### src/rtl/mem_pulse_pkg.sv
// Shared definitions for the memristor pulse sequencer: FSM state encoding
// and default parameter values.
package mem_pulse_pkg;

    localparam int DEF_NCH    = 3;
    localparam int DEF_CNT_W  = 8;
    localparam int DEF_TIME_W = 8;

    typedef enum logic [1:0] {
        S_IDLE = 2'd0,
        S_HIGH = 2'd1,
        S_LOW  = 2'd2,
        S_DONE = 2'd3
    } state_e;

endpackage

### src/rtl/mem_phase_timer.sv
// Loadable down-counter timing one HIGH or LOW phase; expire_o flags the
// last clock of the phase.
module mem_phase_timer #(
    parameter int TIME_W = 8
) (
    input  logic              clk,
    input  logic              rst,
    input  logic              load_i,
    input  logic [TIME_W-1:0] load_val_i,
    output logic              expire_o
);

    logic [TIME_W-1:0] cnt_q;

    always_ff @(posedge clk) begin
        if (rst) begin
            cnt_q <= '0;
        end else if (load_i) begin
            cnt_q <= load_val_i;
        end else if (cnt_q != '0) begin
            cnt_q <= cnt_q - TIME_W'(1);
        end
    end

    assign expire_o = (cnt_q == '0);

endmodule

### src/rtl/mem_pulse_seq.sv
// Memristor pulse-train sequencer: emits num_pulses pulses of high_cycles on
// the masked channels, separated (and terminated) by low_cycles gaps.
module mem_pulse_seq
    import mem_pulse_pkg::*;
#(
    parameter int NCH    = DEF_NCH,
    parameter int CNT_W  = DEF_CNT_W,
    parameter int TIME_W = DEF_TIME_W
) (
    input  logic              clk,
    input  logic              rst,
    input  logic              start,
    input  logic              abort,
    input  logic [NCH-1:0]    ch_mask,
    input  logic [CNT_W-1:0]  num_pulses,
    input  logic [TIME_W-1:0] high_cycles,
    input  logic [TIME_W-1:0] low_cycles,
    output logic [NCH-1:0]    pulse_out,
    output logic              busy,
    output logic              done,
    output logic [CNT_W-1:0]  pulse_count
);

    state_e            state_q, state_d;
    logic [NCH-1:0]    mask_q, mask_d;
    logic [CNT_W-1:0]  num_q, num_d;
    logic [TIME_W-1:0] high_q, high_d;
    logic [TIME_W-1:0] low_q, low_d;
    logic [CNT_W-1:0]  cnt_q, cnt_d;
    logic [NCH-1:0]    pulse_out_q, pulse_out_d;
    logic              busy_q, busy_d;
    logic              done_q, done_d;

    logic              tmr_load;
    logic [TIME_W-1:0] tmr_val;
    logic              tmr_expire;

    // Timer reload value: a phase of D clocks (D=0 treated as 1) loads D-1.
    function automatic logic [TIME_W-1:0] phase_load(input logic [TIME_W-1:0] dur);
        return (dur == '0) ? '0 : dur - TIME_W'(1);
    endfunction

    mem_phase_timer #(
        .TIME_W (TIME_W)
    ) u_timer (
        .clk        (clk),
        .rst        (rst),
        .load_i     (tmr_load),
        .load_val_i (tmr_val),
        .expire_o   (tmr_expire)
    );

    always_comb begin
        state_d  = state_q;
        mask_d   = mask_q;
        num_d    = num_q;
        high_d   = high_q;
        low_d    = low_q;
        cnt_d    = cnt_q;
        tmr_load = 1'b0;
        tmr_val  = '0;

        unique case (state_q)
            S_IDLE: begin
                if (start) begin
                    mask_d = ch_mask;
                    num_d  = num_pulses;
                    high_d = high_cycles;
                    low_d  = low_cycles;
                    cnt_d  = '0;
                    if (num_pulses != '0) begin
                        state_d  = S_HIGH;
                        tmr_load = 1'b1;
                        tmr_val  = phase_load(high_cycles);
                    end else begin
                        state_d = S_DONE;
                    end
                end
            end
            S_HIGH: begin
                if (abort) begin
                    state_d = S_IDLE;
                end else if (tmr_expire) begin
                    state_d  = S_LOW;
                    cnt_d    = cnt_q + CNT_W'(1);
                    tmr_load = 1'b1;
                    tmr_val  = phase_load(low_q);
                end
            end
            S_LOW: begin
                if (abort) begin
                    state_d = S_IDLE;
                end else if (tmr_expire) begin
                    if (cnt_q < num_q) begin
                        state_d  = S_HIGH;
                        tmr_load = 1'b1;
                        tmr_val  = phase_load(high_q);
                    end else begin
                        state_d = S_DONE;
                    end
                end
            end
            S_DONE: begin
                state_d = S_IDLE;
            end
            default: begin
                state_d = S_IDLE;
            end
        endcase

        // Outputs are decoded from the next state so they register alongside it.
        pulse_out_d = (state_d == S_HIGH) ? mask_d : '0;
        busy_d      = (state_d != S_IDLE);
        done_d      = (state_d == S_DONE);
    end

    always_ff @(posedge clk) begin
        if (rst) begin
            state_q     <= S_IDLE;
            mask_q      <= '0;
            num_q       <= '0;
            high_q      <= '0;
            low_q       <= '0;
            cnt_q       <= '0;
            pulse_out_q <= '0;
            busy_q      <= 1'b0;
            done_q      <= 1'b0;
        end else begin
            state_q     <= state_d;
            mask_q      <= mask_d;
            num_q       <= num_d;
            high_q      <= high_d;
            low_q       <= low_d;
            cnt_q       <= cnt_d;
            pulse_out_q <= pulse_out_d;
            busy_q      <= busy_d;
            done_q      <= done_d;
        end
    end

    assign pulse_out   = pulse_out_q;
    assign busy        = busy_q;
    assign done        = done_q;
    assign pulse_count = cnt_q;

endmodule

### config.mk
export PLATFORM = sky130hd
export DESIGN_NAME = mem_pulse_seq
export DESIGN_NICKNAME = d
export VERILOG_FILES = /design/src/rtl/mem_pulse_pkg.sv /design/src/rtl/mem_phase_timer.sv /design/src/rtl/mem_pulse_seq.sv
export SDC_FILE = /design/constraint.sdc
export NUM_CORES = 1
export LEC_CHECK = 0
export ABC_CLOCK_PERIOD_IN_PS = 2120
export CAP_MARGIN = 20
export CORE_UTILIZATION = 53
export DETAILED_ROUTE_END_ITERATION = 16
export DONT_BUFFER_PORTS = 1
export PLACE_DENSITY = 0.79
export RECOVER_POWER = 50
export SKIP_CTS_REPAIR_TIMING = 1
export SLEW_MARGIN = 20
export SYNTH_ARGS = -nofsm -noshare
export SYNTH_HDL_FRONTEND = slang
export SYNTH_SLANG_ARGS = --single-unit
### constraint.sdc
create_clock -name clk -period 2.12 [get_ports clk]
set_input_delay 0.318 -clock clk [delete_from_list [all_inputs] [get_ports clk]]
set_output_delay 0.318 -clock clk [all_outputs]
set_load 0.01 [all_outputs]
; After elaboration in Yosys (flattened, before gate mapping)
; Cells that the tools add are included.
[op_classes]
addsub = 5
n_mux = 35
eq_ne = 8
n_bitwise = 1
order_cmp = 1
reduce_logical = 13
[ops]
columns = cell, count
row1 = 8-bit two-way mux, 15
row2 = 8-bit logical NOT, 4
row3 = "8-bit by 1-bit subtractor with 8-bit output, second input constant", 4
row4 = 8-bit case mux with 3 select lines, 1
row5 = 8-bit case mux with 2 select lines, 1
row6 = 8-bit nonzero test, 2
row7 = 2-bit two-way mux, 7
row8 = "8-bit by 1-bit adder with 8-bit output, second input constant", 1
row9 = 8-bit < comparator, 1
row10 = 2-bit case mux with 4 select lines, 1
row11 = 1-bit two-way mux, 7
row12 = "2-bit equality test, second input constant", 3
row13 = 3-bit two-way mux, 2
row14 = "2-bit inequality test, second input constant", 3
row15 = 2-bit nonzero test, 3
row16 = "2-bit by 1-bit equality test with 1-bit output, second input constant", 2
row17 = 4-bit AND reduction, 1
row18 = 1-bit case mux with 3 select lines, 1
row19 = 2-bit logical NOT, 1
row20 = 2-bit AND reduction, 1
row21 = 2-bit OR reduction, 1
row22 = 1-bit NOT, 1
[totals]
word_cells = 73
input_bits = 31
out_inout_bits = 13
regBits = 50

; Logic depth before layout (Yosys ltp)
; Gate-level depths: netlist (run 1).
[logic_depth]
depth_word = 8
depth_mapped = 8
mapped_depth_nobuf = 7

; Hierarchy
; A second synthesis (run 1) with hierarchy kept.
[unflattened]
cells_unflattened = 346
area_unflattened_um2 = 2919.0
[by_module_without_submodules]
columns = mod, seq_area_each_um2, area_each_um2, cells_per_inst, instances
row1 = mem_pulse_seq, 840.8, 2443.6, 293, 1
row2 = mem_phase_timer, 160.2, 475.5, 53, 1

; Worst setup path before layout (run 1)
; No wires, ideal clock.
[synth_timing]
path_kind = register -> register
from = register u_timer.cnt_q[0]
to = register u_timer.cnt_q[1]
n_path_buf = 1
period_less_slack_ns = 2.154
setup_time_ns = 0.091
arrival_time_ns = 2.063
path_stages_with_launch = 9
slack_ns = -0.034
required_time_ns = 2.029
cell_sequence = dfxtp_1 > inv_1 > ha_1 > nor3b_2 > nand2_4 > a2111oi_4 > buf_6 > nand3b_1 > a311oi_1
[synth_between]
elab_chain_len = 5
word_cells_on_any_way = 16
classes_between = add/sub (1) / mux (12) / reduce/logical (3)
[synth_rtl]
columns = element, line_no
row1 = "start, declared", mem_phase_timer.sv:13  ; logic [TIME_W-1:0] cnt_q;
row2 = "start signal, assigned", mem_phase_timer.sv:19  ; cnt_q <= load_val_i;
row3 = "start signal, assigned", mem_phase_timer.sv:21  ; cnt_q <= cnt_q - TIME_W'(1);
row4 = "parallel branches: the longest is 5 deep, another holds 8-bit by 1-bit subtractor with 8-bit output", n/a
; Several ways; the timed one is not identified. The select of a mux whose other input is x is not followed.
; A chain may end at the register's enable or synchronous reset.

; Worst setup path after layout (run 1)
[layout_timing]
from = register num_q[3]
to = register u_timer.cnt_q[2]
[layout_between]
elab_chain_len = 6
word_cells_on_any_way = 11
classes_between = order compare (1) / mux (9) / reduce/logical (1)
[layout_rtl]
columns = element, line_no
row1 = "start, declared", mem_pulse_seq.sv:26  ; logic [CNT_W-1:0] num_q, num_d;
row2 = "start signal, assigned", mem_pulse_seq.sv:131  ; num_q <= num_d;
row3 = 8-bit < comparator *, mem_pulse_seq.sv:94  ; if (cnt_q < num_q) begin
row4 = 8-bit two-way mux / 1-bit two-way mux (equally long branches), mem_pulse_seq.sv:94
row5 = 8-bit two-way mux / 1-bit two-way mux (equally long branches), mem_pulse_seq.sv:93  ; end else if (tmr_expire) begin
row6 = 8-bit two-way mux / 1-bit two-way mux (equally long branches), mem_pulse_seq.sv:91  ; if (abort) begin
row7 = 8-bit case mux with 3 select lines / 1-bit case mux with 3 select lines (equally long branches), mem_pulse_seq.sv:63  ; unique case (state_q)
row8 = 8-bit two-way mux / 2-bit nonzero test (equally long branches), n/a
; Mark *: on every way between the ends. The rest lies on a longest branch, timed or not.

==> impl_metrics.toml, run 1 <==
[global_routing]
groute.layer.met2.usage = 0.461
grt_util_met1 = 0.286
grt_busiest_layer = "met2"
first_global_vias = 2454
grt_max_degree = 40
grt_remaining_overflow = 0
grt_antenna_before_repair = 0
groute.usage.overall = 0.244
groute.layer.met3.usage = 0.0442
first_pass_grt_wire_length_mm = 10.6

[worst_setup_path]
data_arrival_time_of_the_critical_path_ns = 2.30
cp_cell_sequence = "inv_1 -> ha_1 -> a2111o_1 -> a2111oi_4 -> buf_6 -> nand3_1 -> a311oi_2"
critical_path.endpoint_type = "register"
cp_num_cells = 7
reg2reg_setup_slack_ns = 0.04
regToRegEndpoint = "u_timer.cnt_q[2]$_SDFFE_PP0P_"
cpPeakStageDelay_ns = 0.46
cp_data_required_time_ns = 2.34
timing.rr.start = "num_q[3]$_SDFFE_PP0P_"
cp-endpoint = "u_timer.cnt_q[2]$_SDFFE_PP0P_"
critical_path.slowest_cell = "sky130_fd_sc_hd__a2111o_1"
peak_fanout_along_the_critical_path = 8
ff2ff_path_depth = 7
number_of_buffers_and_inverters_on_the_critical_path = 2
path_delay_family = "compound AO/OA/AOI/OAI gates"
critical_path.startpoint = "num_q[3]$_SDFFE_PP0P_"
worstSetupPathType = "reg2reg"
critPathLaunchType = "register"

[power_and_ir_drop]
finalPower_w = 0.00263
sw_frac_of_total = 0.306
pwr_density_cell_nw_per_um2 = 799
seq_power_share = 0.418
p_comb_frac = 0.277
switchingPower_w = 0.000807
vdd.ir_drop.worst_v = 0.000571
int_power_w = 0.00183
leakage_nw = 1.25
pwr-share-clk = 0.305

[drt]
firstDrtPassIters = 4
detail_route.wl_per_cell_um = 15.5
wirelength_mm = 6.90
detail_route.drc_violations = 0
detailroute.via_count = 2668
via_per_inst = 5.98
ant_nets = 0
drt-initial-drc-count = 133

[die]
die-area_sq_um = 5660
num_io_pins = 44
die_w_um = 75.2
rows = 26
initial_utilization = 0.553
die_h_um = 75.2
core_area_sq_um = 5140

[synthesis]
synthesis.yosys.warnings = 0
async_flop_share = 0
yosys.cell_types.count = 45
synth-main-ff-cell = "sky130_fd_sc_hd__dfxtp_1"
synth_xor_area_frac = 0.0616
synthesis.area_per_instance_sq_um = 8.05
post_synth_and_or_nand_nor_area_fraction = 0.270
main_combinational_cell_family_by_area_after_synthesis = "simple AND/OR/NAND/NOR gates"
post_synth_instance_area_sq_um = 2840
synth_compound_area_frac = 0.186
ys_seq_elements = 50
post_synth_mux_area_share = 0.0141
adder_cell_fraction_of_synth_area = 0.0661
ys_seq_area_frac = 0.352
synthesis.instances = 353
edff_count_synth = 0
synth_fp_nets = 399

[cells_and_area]
final_cell_area_excluding_filler_cells_sq_um = 3300
nets = 421
layout.filler_cells = 474
ff_latch_area_sq_um = 1010
layout-drive-gt1-share = 0.160
diodes = 0
finalNonFillerCells = 446
multiInputGateArea_sq_um = 1800
area.growth.synth_to_final_pct = 16.0

[placed_design]
hpwl_mm = 4.97
post-place-cells = 433
gp_routability_congestion = 0.972
portBuffers = 0
placedInstanceArea_sq_um = 3050

[sta]
highest_clock_rate_ghz = 0.480
final.setup_skew_ns = 0.00995
final_setup_fails = 0
accumulated_negative_setup_slack_ns = 0
max_transition_margin = 0.594
post-route-period-util = 0.983
worst_tran_pin_value_ns = 0.609
finalMaxSlewViolations = 0
timing.final.crit_period_ns = 2.08
finalHoldViolCount = 0

[clocking]
cts_inserted_buffers = 5
h_tree_levels = 2
clk_transition_reported_paths_ns = 0.09
deepest_clock_path_buffer_count = 2
cts_tree = "built"
cts.root.buffer_cell = "sky130_fd_sc_hd__clkbuf_8"
clock_sinks = 50
worst_skew_pair.late_latency_ns = 0.31

[min_path]
min_delay_path_depth = 1
worst_hold_path_type = "in2reg"

[outcome]
outcome = "finished, final reports clean"

[flow_run]
max_cap_violations = 0
==> state kept, by name (all words and copies together) (netlist names) <==
signal / count
busy: 1
done: 1
high_q: 8
low_q: 8
mask_q: 3
num_q: 8
pulse_count: 8
pulse_out: 3
state_q: 2
u_timer.cnt_q: 8
==> stage by stage <==
| step | hold slack (ns) | worst slack, ns | util |
|---|---|---|---|
| 5_1_grt | 0.0637 | -0.0460 | 0.641 |
| 4_1_cts | 0.0695 | -0.0160 | 0.620 |
| 6_report | 0.0717 | 0.0357 | 0.641 |
| 2_1_floorplan | 0.436 | 0.0269 | - |
| 3_5_place_dp | 0.393 | 0.0108 | 0.593 |
| 3_3_place_gp | 0.391 | 0.0668 | 0.593 |
==> worst min-delay path by stage <==
stage / startpoint / to / slack (ns)
6_report: rst / pulse_count[1]$_SDFFE_PP0P_ / 0.07
5_1_grt: rst / pulse_count[1]$_SDFFE_PP0P_ / 0.06
4_1_cts: rst / num_q[0]$_SDFFE_PP0P_ / 0.07
3_5_place_dp: rst / pulse_count[1]$_SDFFE_PP0P_ / 0.39
3_3_place_gp: rst / pulse_count[0]$_SDFFE_PP0P_ / 0.39
2_1_floorplan: high_q[7]$_SDFFE_PP0P_ / high_q[7]$_SDFFE_PP0P_ / 0.44
==> cell usage after synthesis (3+ instances only) <==
library cell	n	area, sq um
sky130_fd_sc_hd__or3b_2	3	26.3
sky130_fd_sc_hd__o21ai_0	10	50.1
sky130_fd_sc_hd__or3_1	8	50.1
sky130_fd_sc_hd__nand4_1	3	18.8
sky130_fd_sc_hd__nor4_1	6	37.5
sky130_fd_sc_hd__a21oi_1	36	180
sky130_fd_sc_hd__clkbuf_1	10	37.5
sky130_fd_sc_hd__xor2_1	9	78.8
sky130_fd_sc_hd__o31ai_1	4	30.0
sky130_fd_sc_hd__dfxtp_1	50	1000
sky130_fd_sc_hd__inv_1	25	93.8
sky130_fd_sc_hd__mux2i_1	4	40.0
sky130_fd_sc_hd__nor3b_1	4	30.0
sky130_fd_sc_hd__ha_1	15	188
sky130_fd_sc_hd__a211oi_1	6	45.0
sky130_fd_sc_hd__nor2_1	21	78.8
sky130_fd_sc_hd__or4_1	5	37.5
sky130_fd_sc_hd__a311oi_1	6	52.6
sky130_fd_sc_hd__xnor2_1	11	96.3
sky130_fd_sc_hd__nand3_1	15	75.1
sky130_fd_sc_hd__a22oi_1	8	60.1
sky130_fd_sc_hd__nand2_1	57	214
sky130_fd_sc_hd__nor4b_1	3	26.3
sky130_fd_sc_hd__nor3_1	10	50.1
==> layout make-up <==
type | instances | area share
inverter | 25 | 0.0285
timing repair buffer | 26 | 0.0520
clock inverter | 3 | 0.0209
tap | 70 | 0.0266
clock buffer | 5 | 0.0209
sequential | 50 | 0.307
multi-input combinational | 267 | 0.545
==> kinds of logic after synthesis <==
family                     after synthesis
and+or+nand+nor                        148
AOI/OAI and AO/OA                       80
DFF                                     50
buffers and inverters                   36
xor gates and xnor gates                20
adders and majority gates               15
muxes                                    4
==> power by group through the flow <==
stage	sequential (W)	clock, W	combinational [W]
CTS	0.00110	0.000806	0.000658
global route	0.00111	0.000838	0.000804
detailed placement	0.00112	0	0.000649
floorplan	0.00110	0	0.000503
global placement	0.00111	0	0.000632
finish	0.00110	0.000802	0.000730
==> metal layers <==
metal  vias to the layer above  wire length, um
met3                        10              305
li1                       1314                -
met2                        70             3550
met1                      1274             2970
met5                         -                0
met4                         0               81
==> layout by cell type (no fill, tap or decap), types with 6 or more instances in the layout <==
cell	synthesis	final
sky130_fd_sc_hd__inv_1	25	22
sky130_fd_sc_hd__a21oi_1	36	34
sky130_fd_sc_hd__or3_1	8	8
sky130_fd_sc_hd__nand2_1	57	57
sky130_fd_sc_hd__clkbuf_1	10	7
sky130_fd_sc_hd__dfxtp_1	50	44
sky130_fd_sc_hd__nand3_1	15	13
sky130_fd_sc_hd__nor3_1	10	9
sky130_fd_sc_hd__a22oi_1	8	8
sky130_fd_sc_hd__ha_1	15	12
sky130_fd_sc_hd__nor2_1	21	19
sky130_fd_sc_hd__buf_4	0	15
sky130_fd_sc_hd__a211oi_1	6	6
sky130_fd_sc_hd__xnor2_1	11	11
sky130_fd_sc_hd__o21ai_0	10	9
sky130_fd_sc_hd__nor4_1	6	6
sky130_fd_sc_hd__xor2_1	9	9
No activity file was read; power rests on OpenSTA's default activity.
==> run 2: changes to the inputs <==
==> constraint.sdc (replaced) <==
create_clock -name clk -period 2.12 [get_ports clk]
set_input_delay 0.424 -clock clk [delete_from_list [all_inputs] [get_ports clk]]
set_output_delay 0.424 -clock clk [all_outputs]
set_load 0.01 [all_outputs]
==> run 2 against run 1 <==
Against the previous run:
- worst hold slack gained 0.10 ns
- die area unchanged
- sequential share of layout area is 0.40 points higher
- clock skew is 0.0015 ns higher
- design area down 2.0%
- via count down 2.3%
- sequential cell count unchanged
- utilization fell by 1.3 points
- non-clock buffer count down 2
- power decreased by 9.0%
- largest cell class unchanged
- largest power group unchanged
- highest routed layer unchanged
==> impl_metrics.toml, run 2 (synthesized netlist as in run 1, its figures left out) <==
[outcome]
outcome = "finished, final reports clean"

[clocking]
cts.root.buffer_cell = "sky130_fd_sc_hd__clkbuf_8"
cts_inserted_buffers = 5
worst_skew_pair.late_latency_ns = 0.31
h_tree_levels = 2
clk_transition_reported_paths_ns = 0.09
clock_sinks = 50
deepest_clock_path_buffer_count = 2
cts_tree = "built"

[sta]
max_transition_margin = 0.629
final_setup_fails = 0
highest_clock_rate_ghz = 0.481
final.setup_skew_ns = 0.0115
timing.final.crit_period_ns = 2.08
worst_tran_pin_value_ns = 0.556
finalMaxSlewViolations = 0
rsz0062_at_grt = "true"
post-route-period-util = 0.981
hold_slack_ns = 0.173
accumulated_negative_setup_slack_ns = 0
finalHoldViolCount = 0

[cells_and_area]
area.growth.synth_to_final_pct = 13.7
diodes = 0
finalNonFillerCells = 444
layout-drive-gt1-share = 0.152
commonest_cells_after_routing_fill_and_taps_aside = "sky130_fd_sc_hd__nand2_1, sky130_fd_sc_hd__dfxtp_1, sky130_fd_sc_hd__a21oi_1, sky130_fd_sc_hd__inv_1, sky130_fd_sc_hd__nor2_1"
layout_commonest_cell = "sky130_fd_sc_hd__nand2_1"
nets = 419

[worst_setup_path]
cp_data_required_time_ns = 2.34
worstSetupPathType = "reg2reg"
critical_path.endpoint_type = "register"
timing.rr.start = "num_q[1]$_SDFFE_PP0P_"
data_arrival_time_of_the_critical_path_ns = 2.30
critical_path.startpoint = "num_q[1]$_SDFFE_PP0P_"
critPathLaunchType = "register"
peak_fanout_along_the_critical_path = 8

[global_routing]
grt_max_degree = 40
grt_antenna_before_repair = 0
first_pass_grt_wire_length_mm = 10.5
grt_remaining_overflow = 0
groute.usage.overall = 0.243
first_global_vias = 2435

[drt]
wirelength_mm = 6.51
detail_route.drc_violations = 0
detailroute.via_count = 2607
via_per_inst = 5.87
drt-initial-drc-count = 122
firstDrtPassIters = 4
detail_route.wl_per_cell_um = 14.7
ant_nets = 0

[placed_design]
post-place-cells = 433
portBuffers = 0
hpwl_mm = 4.76
gp_routability_congestion = 0.845

[power_and_ir_drop]
finalPower_w = 0.00240
leakage_nw = 1.22
vdd.ir_drop.worst_v = 0.000485
pwr_density_cell_nw_per_um2 = 742

[die]
num_io_pins = 44
die_w_um = 75.2
die-area_sq_um = 5660
initial_utilization = 0.553
rows = 26
die_h_um = 75.2
core_area_sq_um = 5140

[min_path]
worstHoldStart = "rst"
worst_hold_path_type = "in2reg"

[flow_run]
max_cap_violations = 0
[run 2: worst paths after layout]
path / end / slack (ns) / cells past startpoint
setup reg to reg: u_timer.cnt_q[4]$_SDFFE_PP0P_ / 0.04 / 7
hold reg to reg: num_q[7]$_SDFFE_PP0P_ / 0.45 / 2
hold / removal: pulse_count[0]$_SDFFE_PP0P_ / 0.17 / 1
setup / recovery: u_timer.cnt_q[4]$_SDFFE_PP0P_ / 0.04 / 7
[run 2: power by group]
part	total (W)	switching, W	leakage, nW	internal [W]
clock	0.000574	0.000310	0.0482	0.000264
combinational	0.000726	0.000391	0.764	0.000335
sequential	0.00110	0.0000820	0.411	0.00101
total	0.00240	0.000783	1.22	0.00161
[run 2: worst max-delay path, cell delays in order (launching register included)]
cell,delay [ns]
sky130_fd_sc_hd__dfxtp_2,0.34
sky130_fd_sc_hd__inv_1,0.04
sky130_fd_sc_hd__ha_1,0.26
sky130_fd_sc_hd__a2111o_1,0.43
sky130_fd_sc_hd__a2111oi_4,0.38
sky130_fd_sc_hd__buf_6,0.19
sky130_fd_sc_hd__nand3_1,0.08
sky130_fd_sc_hd__a311oi_1,0.26
[run 2: metal layers]
| layer | wire length (um) | GRT usage |
|---|---|---|
| met1 | 2890 | 0.297 |
| met2 | 3150 | 0.429 |
| met3 | 397 | 0.0442 |
| met4 | 79 | 0.0864 |
| met5 | 0 | 0 |
[run 2: stage by stage]
step / worst slack [ns] / instance area [sq um] / util
6_report: 0.0400 / 3230 / 0.629
3_3_place_gp: -0.00307 / 3050 / 0.593
3_5_place_dp: -0.0269 / 3050 / 0.593
2_1_floorplan: 0.0269 / 2850 / -
4_1_cts: -0.0313 / 3140 / 0.611
5_1_grt: -0.0578 / 3230 / 0.629
[run 2: cell type report]
class / instances / area [sq um]
clock inverter: 1 / 5.00
multi-input combinational: 267 / 1800
inverter: 25 / 93.8
timing repair buffer: 24 / 151
fill: 464 / 1910
clock buffer: 7 / 86.3
sequential: 50 / 1000
tap: 70 / 87.6
==> run 3: changes to the inputs <==
--- a/config.mk
+++ b/config.mk
@@ -8,10 +8,10 @@
 export ABC_CLOCK_PERIOD_IN_PS = 2120
 export CAP_MARGIN = 20
 export CORE_UTILIZATION = 53
+export CTS_BUF_LIST = sky130_fd_sc_hd__clkbuf_16
 export DETAILED_ROUTE_END_ITERATION = 16
 export DONT_BUFFER_PORTS = 1
 export PLACE_DENSITY = 0.79
-export RECOVER_POWER = 50
 export SKIP_CTS_REPAIR_TIMING = 1
 export SLEW_MARGIN = 20
 export SYNTH_ARGS = -nofsm -noshare
==> run 3 against run 2 <==
Against the previous run:
- die area unchanged
- non-clock buffer count is 1 higher
- clock power increased by 33%
- critical path depth unchanged
- worst setup slack improved by 0.0021 ns
- register-to-register slack barely moved
- worst hold slack better by 0.021 ns
- wire length increased by 1.9%
- clock-buffer cell count is 2 lower
- power grew 8.3%
- utilization grew 1.5 points
- critical endpoint unchanged
- largest cell class unchanged
==> impl_metrics.toml, run 3 (synthesized netlist as in run 1, its figures left out) <==
[worst_setup_path]
data_arrival_time_of_the_critical_path_ns = 2.28
peak_fanout_along_the_critical_path = 8
critical_path.endpoint_type = "register"
worstSetupPathType = "reg2reg"
cp_data_required_time_ns = 2.32
critPathLaunchType = "register"

[clocking]
cts_tree = "built"
cts.root.buffer_cell = "sky130_fd_sc_hd__clkbuf_16"
clock_sinks = 50
cts_inserted_buffers = 5
deepest_clock_path_buffer_count = 2
clk_transition_reported_paths_ns = 0.07
worst_skew_pair.late_latency_ns = 0.29
h_tree_levels = 2

[sta]
rsz0062_at_grt = "true"
post-route-period-util = 0.980
timing.final.crit_period_ns = 2.08
final.setup_skew_ns = 0.00641
accumulated_negative_setup_slack_ns = 0
finalMaxSlewViolations = 0
highest_clock_rate_ghz = 0.481
worst_tran_pin_value_ns = 0.538
max_transition_margin = 0.641
final_setup_fails = 0
finalHoldViolCount = 0
setup_ws_ns = 0.0422

[flow_run]
max_cap_violations = 0

[power_and_ir_drop]
vdd.ir_drop.worst_v = 0.000526
pwr_density_cell_nw_per_um2 = 785
leakage_nw = 1.28
finalPower_w = 0.00260

[global_routing]
grt_antenna_before_repair = 0
first_pass_grt_wire_length_mm = 10.6
first_global_vias = 2434
grt_max_degree = 40
grt_remaining_overflow = 0
groute.usage.overall = 0.247

[die]
core_area_sq_um = 5140
die_h_um = 75.2
num_io_pins = 44
initial_utilization = 0.553
die-area_sq_um = 5660
rows = 26
die_w_um = 75.2

[cells_and_area]
layout_commonest_cell = "sky130_fd_sc_hd__nand2_1"
final_cell_area_excluding_filler_cells_sq_um = 3310
commonest_cells_after_routing_fill_and_taps_aside = "sky130_fd_sc_hd__nand2_1, sky130_fd_sc_hd__dfxtp_1, sky130_fd_sc_hd__a21oi_1, sky130_fd_sc_hd__inv_1, sky130_fd_sc_hd__buf_4"
nets = 420
fin_util = 0.644
layout-drive-gt1-share = 0.160
area.growth.synth_to_final_pct = 16.5
diodes = 0

[drt]
wirelength_mm = 6.64
ant_nets = 0
detail_route.drc_violations = 0
detailroute.via_count = 2618
via_per_inst = 5.88
drt-initial-drc-count = 117
detail_route.wl_per_cell_um = 14.9
firstDrtPassIters = 4

[placed_design]
place_ws_ns = -0.0269
gp_routability_congestion = 0.845
hpwl_mm = 4.76
placedInstanceArea_sq_um = 3050
portBuffers = 0

[outcome]
outcome = "finished, final reports clean"

[min_path]
worst_hold_path_type = "in2reg"
==> run 3: worst paths after layout <==
kind	startpoint	endpoint	slack (ns)	cells past startpoint
worst max-delay path	num_q[1]$_SDFFE_PP0P_	u_timer.cnt_q[4]$_SDFFE_PP0P_	0.04	7
worst min-delay path	rst	pulse_count[0]$_SDFFE_PP0P_	0.19	1
worst max register to register	num_q[1]$_SDFFE_PP0P_	u_timer.cnt_q[4]$_SDFFE_PP0P_	0.04	7
worst min register to register	num_q[6]$_SDFFE_PP0P_	num_q[6]$_SDFFE_PP0P_	0.45	2
==> run 3: final cells by class <==
cell class	instances	area, sq um
clock buffer	5	125
clock inverter	3	12.5
fill	450	1830
inverter	25	93.8
multi-input combinational	267	1800
sequential	50	1000
tap	70	87.6
timing repair buffer	25	191
==> run 3: through the flow <==
| step | hold slack (ns) | cells |
|---|---|---|
| 2_1_floorplan | 0.436 | 353 |
| 3_3_place_gp | 0.439 | 433 |
| 3_5_place_dp | 0.442 | 433 |
| 4_1_cts | 0.195 | 441 |
| 5_1_grt | 0.187 | 445 |
| 6_report | 0.193 | 445 |
==> run 3: where the power goes <==
part | total (W) | internal [W] | switching, W | leakage, nW
logic | 0.000735 | 0.000342 | 0.000393 | 0.801
registers | 0.00110 | 0.00101 | 0.0000806 | 0.410
clock network | 0.000766 | 0.000427 | 0.000338 | 0.0724
total | 0.00260 | 0.00178 | 0.000812 | 1.28
==> run 3: metal layers <==
layer	global-route usage	wire length, um	vias up	share of wire
li1	-	-	1311	-
met1	0.301	2880	1217	0.43
met2	0.439	3260	83	0.49
met3	0.0428	410	7	0.062
met4	0.0823	82	0	0.012
met5	0	0	-	0
==> run 3: critical path, cell delays in order (launching register included) <==
cell and delay [ns]:
sky130_fd_sc_hd__dfxtp_2 0.32, sky130_fd_sc_hd__inv_1 0.04, sky130_fd_sc_hd__ha_1 0.26, sky130_fd_sc_hd__a2111o_1 0.43, sky130_fd_sc_hd__a2111oi_4 0.39, sky130_fd_sc_hd__buf_6 0.19
sky130_fd_sc_hd__nand3_1 0.08, sky130_fd_sc_hd__a311oi_1 0.26
